### src/rtl/snoop_bus_pkg.sv
// Shared definitions for the MSI snoopy-bus arbiter: default widths,
// bus message encodings and the arbiter FSM state type.
package snoop_bus_pkg;

    localparam int unsigned DEF_NUM_PROCS = 4;
    localparam int unsigned DEF_ADDR_SIZE = 2;
    localparam int unsigned DEF_MSG_W     = 2;
    localparam int unsigned DEF_TIMEOUT   = 15;

    // Bus message encodings
    localparam logic [1:0] BUS_NONE = 2'd0;
    localparam logic [1:0] BUS_RD   = 2'd1;
    localparam logic [1:0] BUS_RDX  = 2'd2;
    localparam logic [1:0] BUS_UPGR = 2'd3;

    typedef enum logic [1:0] {
        IDLE    = 2'd0,
        BUSY    = 2'd1,
        RELEASE = 2'd2
    } bus_state_e;

endpackage

### src/rtl/rr_arbiter.sv
// Combinational round-robin selector. Search begins one past the last
// winner and wraps; before the first grant after reset it begins at 0.
module rr_arbiter
    import snoop_bus_pkg::*;
#(
    parameter int unsigned N = DEF_NUM_PROCS
) (
    input  logic [N-1:0]         req_i,
    input  logic [$clog2(N)-1:0] ptr_i,
    input  logic                 ptr_vld_i,
    output logic [N-1:0]         gnt_c,
    output logic [$clog2(N)-1:0] idx_c
);

    localparam int unsigned IW = $clog2(N);

    // First requester at or after the start position wins
    always_comb begin
        int unsigned cand;
        logic        found;
        gnt_c = '0;
        idx_c = '0;
        found = 1'b0;
        cand  = 0;
        for (int unsigned i = 0; i < N; i++) begin
            cand = ptr_vld_i ? ((32'(ptr_i) + 32'd1 + i) % N) : i;
            if (!found && req_i[IW'(cand)]) begin
                found = 1'b1;
                idx_c = IW'(cand);
            end
        end
        if (found) begin
            gnt_c[idx_c] = 1'b1;
        end
    end

endmodule

### src/rtl/snoop_bus_arbiter.sv
// Snoopy-bus arbiter and broadcast mux. Grants one cache at a time with
// round-robin priority, holds the grant until the owner's done pulse or a
// watchdog expiry, and broadcasts the owner's message/address/flush.
// Optional SNOOP_FLUSH_CHECK_EN: sticky flush_err_o on non-owner flush,
// plus grant/flush assertions.
module snoop_bus_arbiter
    import snoop_bus_pkg::*;
#(
    parameter int unsigned NUM_PROCS = DEF_NUM_PROCS,
    parameter int unsigned ADDR_SIZE = DEF_ADDR_SIZE,
    parameter int unsigned MSG_W     = DEF_MSG_W,
    parameter int unsigned TIMEOUT   = DEF_TIMEOUT
) (
    input  logic                           clk_i,
    input  logic                           rst_i,
    input  logic [NUM_PROCS-1:0]           req_i,
    input  logic [NUM_PROCS-1:0]           done_i,
    input  logic [NUM_PROCS*MSG_W-1:0]     msg_i,
    input  logic [NUM_PROCS*ADDR_SIZE-1:0] addr_i,
    input  logic [NUM_PROCS-1:0]           flush_i,
    output logic [NUM_PROCS-1:0]           gnt_o,
    output logic                           bus_valid_o,
    output logic [$clog2(NUM_PROCS)-1:0]   bus_owner_o,
    output logic [MSG_W-1:0]               bus_msg_o,
    output logic [ADDR_SIZE-1:0]           bus_addr_o,
    output logic                           flush_o,
    output logic                           timeout_o,
    output logic                           flush_err_o
);

    localparam int unsigned OW      = $clog2(NUM_PROCS);
    localparam int unsigned CNT_W   = (TIMEOUT < 2) ? 1 : $clog2(TIMEOUT);
    localparam int unsigned TO_LAST = (TIMEOUT == 0) ? 0 : TIMEOUT - 1;

    bus_state_e           state_q, state_d;
    logic [NUM_PROCS-1:0] gnt_q, gnt_d;
    logic                 valid_q, valid_d;
    logic [OW-1:0]        owner_q, owner_d;
    logic [OW-1:0]        ptr_q, ptr_d;
    logic                 ptr_vld_q, ptr_vld_d;
    logic [CNT_W-1:0]     hold_cnt_q, hold_cnt_d;
    logic                 timeout_q, timeout_d;
    logic                 flush_err_q, flush_err_d;

    logic [NUM_PROCS-1:0] arb_gnt;
    logic [OW-1:0]        arb_idx;
    logic                 owner_done;

    rr_arbiter #(
        .N (NUM_PROCS)
    ) u_rr_arbiter (
        .req_i     (req_i),
        .ptr_i     (ptr_q),
        .ptr_vld_i (ptr_vld_q),
        .gnt_c     (arb_gnt),
        .idx_c     (arb_idx)
    );

    // gnt_q is the owner's one-hot mask while BUSY, so it filters done_i
    assign owner_done = |(done_i & gnt_q);

    // Next-state, grant, pointer and watchdog logic
    always_comb begin
        state_d    = state_q;
        gnt_d      = gnt_q;
        valid_d    = valid_q;
        owner_d    = owner_q;
        ptr_d      = ptr_q;
        ptr_vld_d  = ptr_vld_q;
        hold_cnt_d = hold_cnt_q;
        timeout_d  = 1'b0;
        unique case (state_q)
            IDLE: begin
                if (|req_i) begin
                    state_d    = BUSY;
                    gnt_d      = arb_gnt;
                    valid_d    = 1'b1;
                    owner_d    = arb_idx;
                    ptr_d      = arb_idx;
                    ptr_vld_d  = 1'b1;
                    hold_cnt_d = '0;
                end
            end
            BUSY: begin
                if (owner_done) begin
                    state_d = RELEASE;
                    gnt_d   = '0;
                    valid_d = 1'b0;
                end else if (TIMEOUT != 0 && hold_cnt_q == CNT_W'(TO_LAST)) begin
                    state_d   = RELEASE;
                    gnt_d     = '0;
                    valid_d   = 1'b0;
                    timeout_d = 1'b1;
                end else begin
                    hold_cnt_d = hold_cnt_q + CNT_W'(1);
                end
            end
            RELEASE: begin
                state_d = IDLE;
            end
            default: begin
                state_d = IDLE;
                gnt_d   = '0;
                valid_d = 1'b0;
            end
        endcase
    end

    // Sticky error when a non-owner drives flush during a grant
    always_comb begin
`ifdef SNOOP_FLUSH_CHECK_EN
        flush_err_d = flush_err_q | (valid_q & |(flush_i & ~gnt_q));
`else
        flush_err_d = 1'b0;
`endif
    end

    // State and output registers
    always_ff @(posedge clk_i or posedge rst_i) begin
        if (rst_i) begin
            state_q     <= IDLE;
            gnt_q       <= '0;
            valid_q     <= 1'b0;
            owner_q     <= '0;
            ptr_q       <= '0;
            ptr_vld_q   <= 1'b0;
            hold_cnt_q  <= '0;
            timeout_q   <= 1'b0;
            flush_err_q <= 1'b0;
        end else begin
            state_q     <= state_d;
            gnt_q       <= gnt_d;
            valid_q     <= valid_d;
            owner_q     <= owner_d;
            ptr_q       <= ptr_d;
            ptr_vld_q   <= ptr_vld_d;
            hold_cnt_q  <= hold_cnt_d;
            timeout_q   <= timeout_d;
            flush_err_q <= flush_err_d;
        end
    end

    // Broadcast mux: owner's payload while valid, zero otherwise
    always_comb begin
        bus_msg_o  = MSG_W'(BUS_NONE);
        bus_addr_o = '0;
        flush_o    = 1'b0;
        for (int unsigned k = 0; k < NUM_PROCS; k++) begin
            if (valid_q && owner_q == OW'(k)) begin
                bus_msg_o  = msg_i[k*MSG_W +: MSG_W];
                bus_addr_o = addr_i[k*ADDR_SIZE +: ADDR_SIZE];
                flush_o    = flush_i[k];
            end
        end
    end

    assign gnt_o       = gnt_q;
    assign bus_valid_o = valid_q;
    assign bus_owner_o = owner_q;
    assign timeout_o   = timeout_q;
    assign flush_err_o = flush_err_q;

`ifdef SNOOP_FLUSH_CHECK_EN
    // Grant must stay one-hot-or-zero; non-owners must not flush
    always @(posedge clk_i) begin
        if (!rst_i) begin
            assert ($onehot0(gnt_q))
                else $error("snoop_bus_arbiter: grant not one-hot");
            assert (!(valid_q && |(flush_i & ~gnt_q)))
                else $warning("snoop_bus_arbiter: non-owner flush during grant");
        end
    end
`endif

endmodule

### config.mk
export PLATFORM = sky130hd
export DESIGN_NAME = snoop_bus_arbiter
export DESIGN_NICKNAME = d
export VERILOG_FILES = /design/src/rtl/snoop_bus_pkg.sv /design/src/rtl/rr_arbiter.sv /design/src/rtl/snoop_bus_arbiter.sv
export SDC_FILE = /design/constraint.sdc
export NUM_CORES = 1
export LEC_CHECK = 0
export CORE_MARGIN = 2
export CORE_UTILIZATION = 30
export DETAILED_ROUTE_END_ITERATION = 16
export MAX_ROUTING_LAYER = met4
export SYNTH_ARGS = -nofsm -noshare
export SYNTH_HDL_FRONTEND = slang
export SYNTH_SLANG_ARGS = --single-unit
### constraint.sdc
create_clock -name clk_i -period 2.2 [get_ports clk_i]
set_input_delay 0.44 -clock clk_i [delete_from_list [all_inputs] [get_ports clk_i]]
set_output_delay 0.44 -clock clk_i [all_outputs]
set_load 0.02 [all_outputs]
==> metrics.txt <==
CTS Sinks=15; WP buf/inv=3; class of the worst hold path=flip-flop to flip-flop; Simple-Gate Fraction of Synth Area=27.1%; Tot GR Track Use=16.0%; crit-path max cell delay=410 ps; post-route minimum period=2250 ps; drt first pass iters=4; post-synthesis mux area share=1.85%; fin. max-slew vios=0; Site Rows=22; synth top area cells=dfrtp_1 (33%), ha_1 (6.5%), nor2b_1 (6.0%); post-synthesis adder-cell area fraction=6.54%; drt wl/cell=13.9 µm; 1st-iter DRT viols=38; Port-buffer cells=42; r2r worst-path depth=8; grt total ovfl=0; worst clock skew=2.18 ps; design area=1890 µm²; complex-gate fraction of the synthesized area=24.0%; Yosys warnings=0; Starting Density=31.4%; top cell type's share of synthesized area=32.7%; I/O pins=44; Detailed Place HPWL=2510 µm; Die W=65.9 µm; Final Hold Fails=0; core area=3660 µm²; Top FF cell, synth=dfrtp_1; PD cells=1400 nW/µm²; first-pass GRT wire length=5370 µm; TritonCTS Buffers=3; Max-Cap Viols=0; DRT Wirelength=3370 µm; crit path kind=flip-flop to primary output; RR Startpoint=ptr_q[0]$_DFFE_PP0P_; pin count of the biggest net entering global routing=16; Synth area leader=dfrtp_1; worst path required time=1760 ps; VDD IR max=0.865 mV; Synth cell types=44; EDFF count, synth=0; Max Fclk=0.444 GHz; die area=4340 µm²; worst-skew pair later-pin latency=240 ps; Placer Congestion=0.836; Final WS setup=-51.4 ps; Root Buffer=clkbuf_8; DR vias=1229; Syn Nets=171; mapped cell area=1150 µm²; post-synthesis xor/xnor area fraction=0.763%; #FFs+latches synth=15; DRT antenna net count=0; clk slew on worst S/H paths=60 ps; Endpoint, Worst Hold=gnt_o[3]$_DFFE_PP0P_; CP top delay family=flip-flops; slowest CP cell=dfrtp_2; RSZ-0062 raised after global routing=yes; Antenna Cells=0; Final period util=102%; violated checks=negative setup slack; Area growth syn-to-layout=64.9%; CTS tree=built; Post-CTS Hold Buffers=0; reg-to-reg slack, setup=200 ps; Cell Area, Placed=1700 µm²; status=complete, but fails checks; H-tree levels=1; Critical Path End Type=primary output; FF-to-FF End=gnt_o[0]$_DFFE_PP0P_; Mapped Cells=135; Leak=0.000806 µW; height of the chip=65.9 µm; main combinational cell family by area after synthesis=simple AND/OR/NAND/NOR gates; endpoints failing setup=4; CP Cell Sequence=inv_2, ha_4, nor2b_4, buf_6, a221oi_4, nor3_2, a21oi_1, nor2b_1, buf_4; number of global-route vias before repair=1211; clk buf depth=2; crit path max fanout=5; vias per cell=5.06; WHS Path Cells=2; Hold Crit Start=gnt_o[3]$_DFFE_PP0P_; antenna violations before repair=0; Syn Area/Cell=8.51 µm²; Min Hold Slack=509 ps; layout net count=232; register area share after synthesis=32.7%; WP data arrival=1810 ps; Setup crit start kind=flip-flop; share of post-route cells with drive strength above 1=26.7%; DRC=0; FFs w/ async S/R, synth=100%; Worst slew margin=63.0%; Slew @ Worst Pin=554 ps
## where the power goes
| part | switching [µW] | leakage [µW] | internal, µW |
|---|---|---|---|
| combinational | 981 | 0.000594 | 991 |
| clock | 89.2 | 0.0000228 | 128 |
| sequential | 94.0 | 0.000189 | 373 |
| total | 1160 | 0.000806 | 1490 |
## flip-flops by register name, indices dropped and copies added (netlist names)
signal       cells
timeout_o        1
ptr_q            2
bus_valid_o      1
state_q          2
ptr_vld_q        1
gnt_o            4
hold_cnt_q       4
## how the worst max path moves through the flow
| stage | start | endpoint | slack (ps) | cells after the start |
|---|---|---|---|---|
| floorplan | ptr_q[0]$_DFFE_PP0P_ | gnt_o[0]$_DFFE_PP0P_ | 20 | 9 |
| global placement | ptr_q[0]$_DFFE_PP0P_ | bus_addr_o[0] | -240 | 8 |
| detailed placement | ptr_q[0]$_DFFE_PP0P_ | bus_msg_o[0] | -270 | 7 |
| CTS | ptr_q[0]$_DFFE_PP0P_ | bus_msg_o[0] | -50 | 9 |
| global route | ptr_q[0]$_DFFE_PP0P_ | bus_msg_o[0] | -170 | 9 |
| finish | ptr_q[0]$_DFFE_PP0P_ | bus_msg_o[0] | -50 | 9 |
## stage by stage
step | worst slack, ps | setup TNS [ps] | util (%) | cells | total power [µW]
detailed placement | -270 | -1250 | 46.4 | 233 | 2150
global placement | -239 | -1060 | 46.4 | 233 | 2120
floorplan | 21.5 | 0 | - | 135 | 1530
finish | -51.4 | -117 | 51.7 | 243 | 2660
global route | -166 | -627 | 51.7 | 243 | 2900
CTS | -49.8 | -91.8 | 49.2 | 240 | 2460
## logic make-up after synthesis
group,after synthesis
flops,15
mux,2
other cells,1
simple gates,56
buf+inv,15
fa+ha+maj,6
xor+xnor,1
compound gates,39
## final cells by class
class | count | area, µm²
inverter | 7 | 26.3
sequential | 15 | 377
clock buffer | 4 | 45.0
tap | 48 | 60.1
fill | 338 | 1770
timing repair buffer | 64 | 569
multi-input combinational | 105 | 817
## synthesized netlist by cell type, types with 2 or more instances
cell / instances
inv_1: 6
ha_1: 6
nand2b_1: 6
nor2b_1: 11
nand2_1: 13
o31ai_1: 2
buf_4: 3
a21oi_1: 9
o21ai_0: 8
dfrtp_1: 15
or3_1: 2
nor3_1: 7
nand3_1: 4
a22oi_1: 3
a221oi_1: 5
nor2_1: 6
buf_2: 2
## what timing repair did
item                                    in CTS  in global routing
hold endpoints to repair                     0                  0
endpoints found under the setup margin       5                  5
pin swaps                                    3                  4
resized for setup                           33                 11
buffers inserted                             3                  3
## worst register-to-register path, cell delays in order, from the launching register on
cell and delay (ps):
dfrtp_2 440, inv_2 100, ha_4 200, buf_4 150, nand4bb_1 170, o211a_1 160, and3_4 160, or2_4 250
a32o_1 250
## per-layer routing
metal  up-vias  wire, µm  global-route usage, %
li1        609         -                      -
met2        39      1730                   28.8
met1       579      1390                   18.4
met3         2       243                   4.43
met5         -         0                      -
met4         0         8                   1.56
## cell usage in the layout (no fill, tap or decap), types with 2 or more instances in the layout
| cell type | instances |
|---|---|
| clkdlybuf4s50_1 | 37 |
| buf_4 | 23 |
| dfrtp_1 | 14 |
| nand2_1 | 13 |
| nor2b_1 | 10 |
| a21oi_1 | 9 |
| o21ai_0 | 8 |
| nor2_1 | 6 |
| nand2b_1 | 6 |
| inv_1 | 5 |
| nand3_1 | 4 |
| nor3_2 | 4 |
| a22oi_1 | 3 |
| nor3_1 | 3 |
| a221oi_2 | 3 |
| ha_4 | 3 |
| clkbuf_8 | 3 |
| buf_2 | 3 |
| or3_1 | 2 |
| inv_2 | 2 |
| o31ai_1 | 2 |
| a221oi_4 | 2 |
| ha_1 | 2 |
Note: power is estimated with default switching activity, not from simulation.
==> patch 1 (same flow settings) <==
Encoding of `bus_state_e`: now one-hot (3 bits for 3 states).
--- a/src/rtl/snoop_bus_pkg.sv
+++ b/src/rtl/snoop_bus_pkg.sv
@@ -14,8 +14,8 @@
     localparam logic [1:0] BUS_UPGR = 2'd3;
 
-    typedef enum logic [1:0] {
-        IDLE    = 2'd0,
-        BUSY    = 2'd1,
-        RELEASE = 2'd2
+    typedef enum logic [2:0] {
+        IDLE    = 3'b001,
+        BUSY    = 3'b010,
+        RELEASE = 3'b100
     } bus_state_e;
 
Behaviour: same outputs for any inputs over 10 cycles, from zero or initial values and one cycle with rst_i high; not proved beyond that.
==> patch 1 against the unedited design <==
  * Final area is 4.9% higher
  * Sequential cell count is 1 higher
  * Synthesized cell count increased by 4.4%
  * Power shrank 1.3%
  * Routed wire length up 3.9%
  * Setup slack gained 60 ps
  * Register-to-register slack got worse by 70 ps
  * Final cell count rose by 4.9%
  * Critical path type unchanged
  * Non-clock buffer count grew 4
  * Largest cell class unchanged
  * Maximum frequency rose by 2.7%
  * Area after synthesis rose by 5.3%
==> patch 1: results (changes against the unedited design) <==
The fraction of final layout cells sized beyond drive strength 1 was 28.3% (+1.6 points); the length of the first detailed-routing pass in iterations was 4 (unchanged). The run gives 26 (-32%) as the initial DRC count. The per-cell routed wire length is 13.7 um (-1.0%), and the number of cells on the worst reg-to-reg path is 7 (-1).

The tools report the number of nets in the final layout as 242 (+4.3%). The sum of net half-perimeters after detailed placement was 2.69 mm (+7.1%). The setup-violating endpoint count in the final report was 0 (-4); the post-synthesis cell type count was 48 (+9.1%).

Following the worst setup path forward leads to its endpoint at bus_msg_o[1]. Share of total power consumed by net switching: 43.0% (-0.83 points). For the maximum clock path buffer count, the log shows 2 (unchanged). The placed instance area is 0.00182 mm^2 (+7.4%), and the biggest fanout along the worst timing path is 4 (-1). Total of flip-flops plus latches after synthesis: 16 (+1). The yosys synthesis warning count was 0 (unchanged).

The run finished with clean final reports. The leakage dissipation is 0.842 nW (+4.6%), and the portion of the post-synthesis area used by sequential elements is 33.2% (+0.52 points). Final RePlAce weighted congestion: 0.746 (-11%).

Worst min-delay path category: reg -> reg. The headroom to the max-slew limit was 59.6% (-3.4 points); the smallest setup slack after layout was 8.56 ps (+60.0 ps). Initial antenna violation count: 0 (unchanged). The total power divided by cell area was 1320 mW/mm^2 (-5.9%).

For the setup slack on the worst flop-to-flop path, the log shows 130 ps (-70 ps). Power drawn by the clock network: 256 uW (+18%). The tools report the largest vdd supply drop as 477 uV (-45%). The logs give 1.54 mm (+10%) for the length of routed wiring on met1 and 5.44 mm (+1.3%) for the wire length of the first global-routing pass. The run gives 141 (+4.4%) as the synthesized instance count.

By count the netlist is led by sky130_fd_sc_hd__dfrtp_1 (15), sky130_fd_sc_hd__a21oi_1 (13), sky130_fd_sc_hd__nor2b_1 (13). The met1 track utilization from global routing came out at 19.6% (+1.2 points). The instance count after placement with tap cells included is 247 (+6.0%), and the non-filler instance count after layout is 255 (+4.9%). The reported combinational group power is 1.90 mW (-4%). For the final worst clock skew, the log shows 2.46 ps (+0.280 ps). The via count of the first global-routing pass was 1245 (+2.8%); the routing usage on met2 was 27.2% (-1.6 points).

The run gives 1.70 mm (-1.8%) as the total met2 wirelength after detailed routing. The met3 routing resource usage after global routing came out at 2.67% (-1.8 points). The aggregate global-route resource usage came out at 16.0% (-0.039 points). The met3 wire length was 253 um (+4.1%); the average vias per placed instance was 5.05 (about the same). The maximum number of pins on one net before global-route repair was 17 (+1).

The run gives -285 ps (-14.4 ps) as the worst slack after detailed placement. In this run the critical register-to-register path is captured at gnt_o[1]. The number of CTS-inserted buffers is 3 (unchanged).

STA classifies the critical path startpoint as a flop. In the post-synthesis netlist, the biggest area contributors are sky130_fd_sc_hd__dfrtp_1 (31%), sky130_fd_sc_hd__nor2b_1 (6.7%), sky130_fd_sc_hd__ha_1 (6.2%). The run gives 177 (+3.5%) as the total nets after synthesis. The worst min-delay path startpoint is gnt_o[1]. The arrival time of the worst setup path was 1750 ps (-60 ps); the worst-case hold slack was 528 ps (+18.8 ps). The worst hold path endpoint was gnt_o[1].
## patch 1: cell count changes after synthesis, moves of 2 or more
cell	unedited run	this run
sky130_fd_sc_hd__nand2_1	13	7
sky130_fd_sc_hd__nand2b_1	6	1
sky130_fd_sc_hd__a21oi_1	9	13
sky130_fd_sc_hd__nor2_1	6	10
sky130_fd_sc_hd__nand3b_1	0	3
sky130_fd_sc_hd__nor3_1	7	4
sky130_fd_sc_hd__a21o_1	0	2
sky130_fd_sc_hd__and2_1	0	2
sky130_fd_sc_hd__clkbuf_1	1	3
sky130_fd_sc_hd__nor2b_1	11	13
sky130_fd_sc_hd__nor3b_1	0	2
sky130_fd_sc_hd__o21ai_1	1	3
sky130_fd_sc_hd__o31ai_1	2	0
## patch 1: kinds of logic after synthesis
kind of cell,synth area share [%]
mux,1.65
flops,33.2
other cells,0.310
fa+ha+maj,6.20
simple gates,25.6
buf+inv,6.10
xor+xnor,1.45
compound gates,25.4
## patch 1: timing repair
| item | in CTS | in global routing |
|---|---|---|
| resized for setup | 32 | 8 |
| endpoints found under the setup margin | 5 | 10 |
| buffers inserted | 0 | 4 |
| pin swaps | 1 | 5 |
| hold endpoints to repair | 0 | 0 |
## patch 1: critical path: stages (launching register included)
cell and delay [ps]:
sky130_fd_sc_hd__dfrtp_2 450, sky130_fd_sc_hd__ha_4 190, sky130_fd_sc_hd__buf_4 160, sky130_fd_sc_hd__a221oi_2 250, sky130_fd_sc_hd__nor3_1 80, sky130_fd_sc_hd__a21oi_1 160, sky130_fd_sc_hd__nor2b_1 70, sky130_fd_sc_hd__buf_4 150
## patch 1: area by class of cell
cell class | instances | area, um^2
well taps | 50 | 62.6
repair buffers | 68 | 593
multi-input cells | 110 | 845
fillers | 373 | 1960
inverters | 7 | 28.8
flip-flops and latches | 16 | 403
clock buffers | 4 | 55.1
==> patch 2 (same flow settings) <==
Made on the original files. The option `SNOOP_FLUSH_CHECK_EN` is turned on by a define.
--- a/src/rtl/snoop_bus_arbiter.sv
+++ b/src/rtl/snoop_bus_arbiter.sv
@@ -4,4 +4,6 @@
 // Optional SNOOP_FLUSH_CHECK_EN: sticky flush_err_o on non-owner flush,
 // plus grant/flush assertions.
+`define SNOOP_FLUSH_CHECK_EN
+
 module snoop_bus_arbiter
     import snoop_bus_pkg::*;
Function: changed (Yosys sat finds a counterexample within 4 cycles, from zero or initial values and one cycle with rst_i high).
==> patch 2 against the unedited design <==
  * Power increased by 3.0%
  * Sequential cell count increased by 1
  * Critical path type unchanged
  * Via count increased by 7.4%
  * Worst hold slack got worse by 41 ps
  * Routed wire length increased by 3.6%
  * Setup slack improved by 67 ps
  * Area after synthesis increased by 7.4%
  * Final area increased by 3.0%
==> patch 2: results (changes against the unedited design) <==
The run finished with clean final reports. The leakage dissipation came out at 0.853 nW (+5.9%). The sequential share of power came out at 18.2% (+0.6 points). For the arrival time of the worst setup path, the log shows 1740 ps (-70 ps). The worst hold path cell count is 1 (-1), and the total nets after synthesis is 185 (+8.2%).

The biggest fanout along the worst timing path was 6 (+1); the final RePlAce weighted congestion was 0.795 (-5.0%). The logs give 17.8% (-0.55 points) for the met1 track utilization from global routing and 31.4% (+2.6 points) for the routing usage on met2. The total met2 wirelength after detailed routing is 1.81 mm (+4.7%). The non-filler instance count after layout was 259 (+6.6%). The sum of net half-perimeters after detailed placement was 2.77 mm (+10%).

After synthesis, the cell types taking the most area are sky130_fd_sc_hd__dfrtp_1 (32%), sky130_fd_sc_hd__nand2_1 (6.4%), sky130_fd_sc_hd__ha_1 (6.1%). Worst min-delay path startpoint: flush_err_o. The tools report the setup slack on the worst flop-to-flop path as 150 ps (-50 ps). For hold timing, the worst endpoint is flush_err_o.

The cell internal power dissipation is 1.54 mW (+3.1%). The filler cell count in the final layout was 381 (+13%). The tools report the power drawn by the clock network as 255 uW (+18%). The initial antenna violation count is 0 (unchanged), and the initial DRC count is 36 (-5.3%). The tools report the post-synthesis cell type count as 42 (-4.5%). The detailed-route via count came out at 1320 (+7.4%). The worst slack after detailed placement was -383 ps (-112 ps).

The logs give 17 (+1) for the maximum number of pins on one net before global-route repair and 0.669 ps (-1.51 ps) for the final worst clock skew. Ranked by instance count, the synthesized netlist is headed by sky130_fd_sc_hd__nand2_1 (21), sky130_fd_sc_hd__dfrtp_1 (16), sky130_fd_sc_hd__o21ai_0 (12). The run gives 246 (+6.0%) as the number of nets in the final layout. The count of input and output buffers was 43 (+2.4%); the delay of the slowest critical-path stage was 440 ps (+30 ps). The per-cell routed wire length was 13.5 um (-2.8%); the portion of the post-synthesis area used by sequential elements was 32.5% (-0.23 points).

The fraction of final layout cells sized beyond drive strength 1 is 22.5% (-4.2 points), and the headroom to the max-slew limit is 62.6% (-0.37 points). The post-layout minimum cycle time is 2180 ps (-66.6 ps), and the met3 wire length is 217 um (-11%). For the worst-case hold slack, the log shows 469 ps (-40.6 ps).

The share of total power consumed by net switching was 43.8% (-0.053 points). Launching point of the worst reg2reg path: ptr_q[0]. The tools report the length of routed wiring on met1 as 1.43 mm (+2.9%). The critical path ends at bus_msg_o[1]. The tools report the wire length of the first global-routing pass as 5.73 mm (+6.8%).
==> patch 2: cell count changes after synthesis, moves of 3 or more <==
| cell | unedited run | this run |
|---|---|---|
| sky130_fd_sc_hd__nor3_1 | 7 | 2 |
| sky130_fd_sc_hd__o21ai_0 | 8 | 12 |
| sky130_fd_sc_hd__inv_1 | 6 | 10 |
| sky130_fd_sc_hd__nand2_1 | 13 | 21 |
| sky130_fd_sc_hd__and2_1 | 0 | 5 |
| sky130_fd_sc_hd__a221oi_1 | 5 | 0 |
| sky130_fd_sc_hd__buf_4 | 3 | 0 |
| sky130_fd_sc_hd__a22oi_1 | 3 | 6 |
| sky130_fd_sc_hd__mux2i_1 | 1 | 4 |
| sky130_fd_sc_hd__nor2_1 | 6 | 11 |
| sky130_fd_sc_hd__nor2b_1 | 11 | 2 |
==> patch 2: timing repair <==
item                                   CTS  global route
gates resized for setup                 40            10
buffers inserted                         0             1
pin swaps                                4             6
setup endpoints to repair                8             7
endpoints found under the hold margin    0             0
==> patch 2: cell type report <==
| cell class | count | area (um^2) | area share [%] |
|---|---|---|---|
| Timing Repair Buffer | 61 | 573 | 29.4 |
| Inverter | 10 | 37.5 | 1.92 |
| Multi-Input combinational cell | 118 | 822 | 42.1 |
| Tap cell | 50 | 62.6 | 3.21 |
| Sequential cell | 16 | 402 | 20.6 |
| Clock buffer | 4 | 55.1 | 2.82 |
==> patch 2: cell families (layout without fill, tap and decap cells) <==
family | Yosys count | after routing | synth area share (%)
XOR/XNOR | 2 | 2 | 1.42
adder cells (fa/ha/maj) | 6 | 6 | 6.09
AND/OR/NAND/NOR | 57 | 57 | 22.4
buffers and inverters | 15 | 75 | 5.88
multiplexers | 5 | 5 | 4.16
flip-flops | 16 | 16 | 32.5
AO/OA/AOI/OAI | 48 | 48 | 27.6
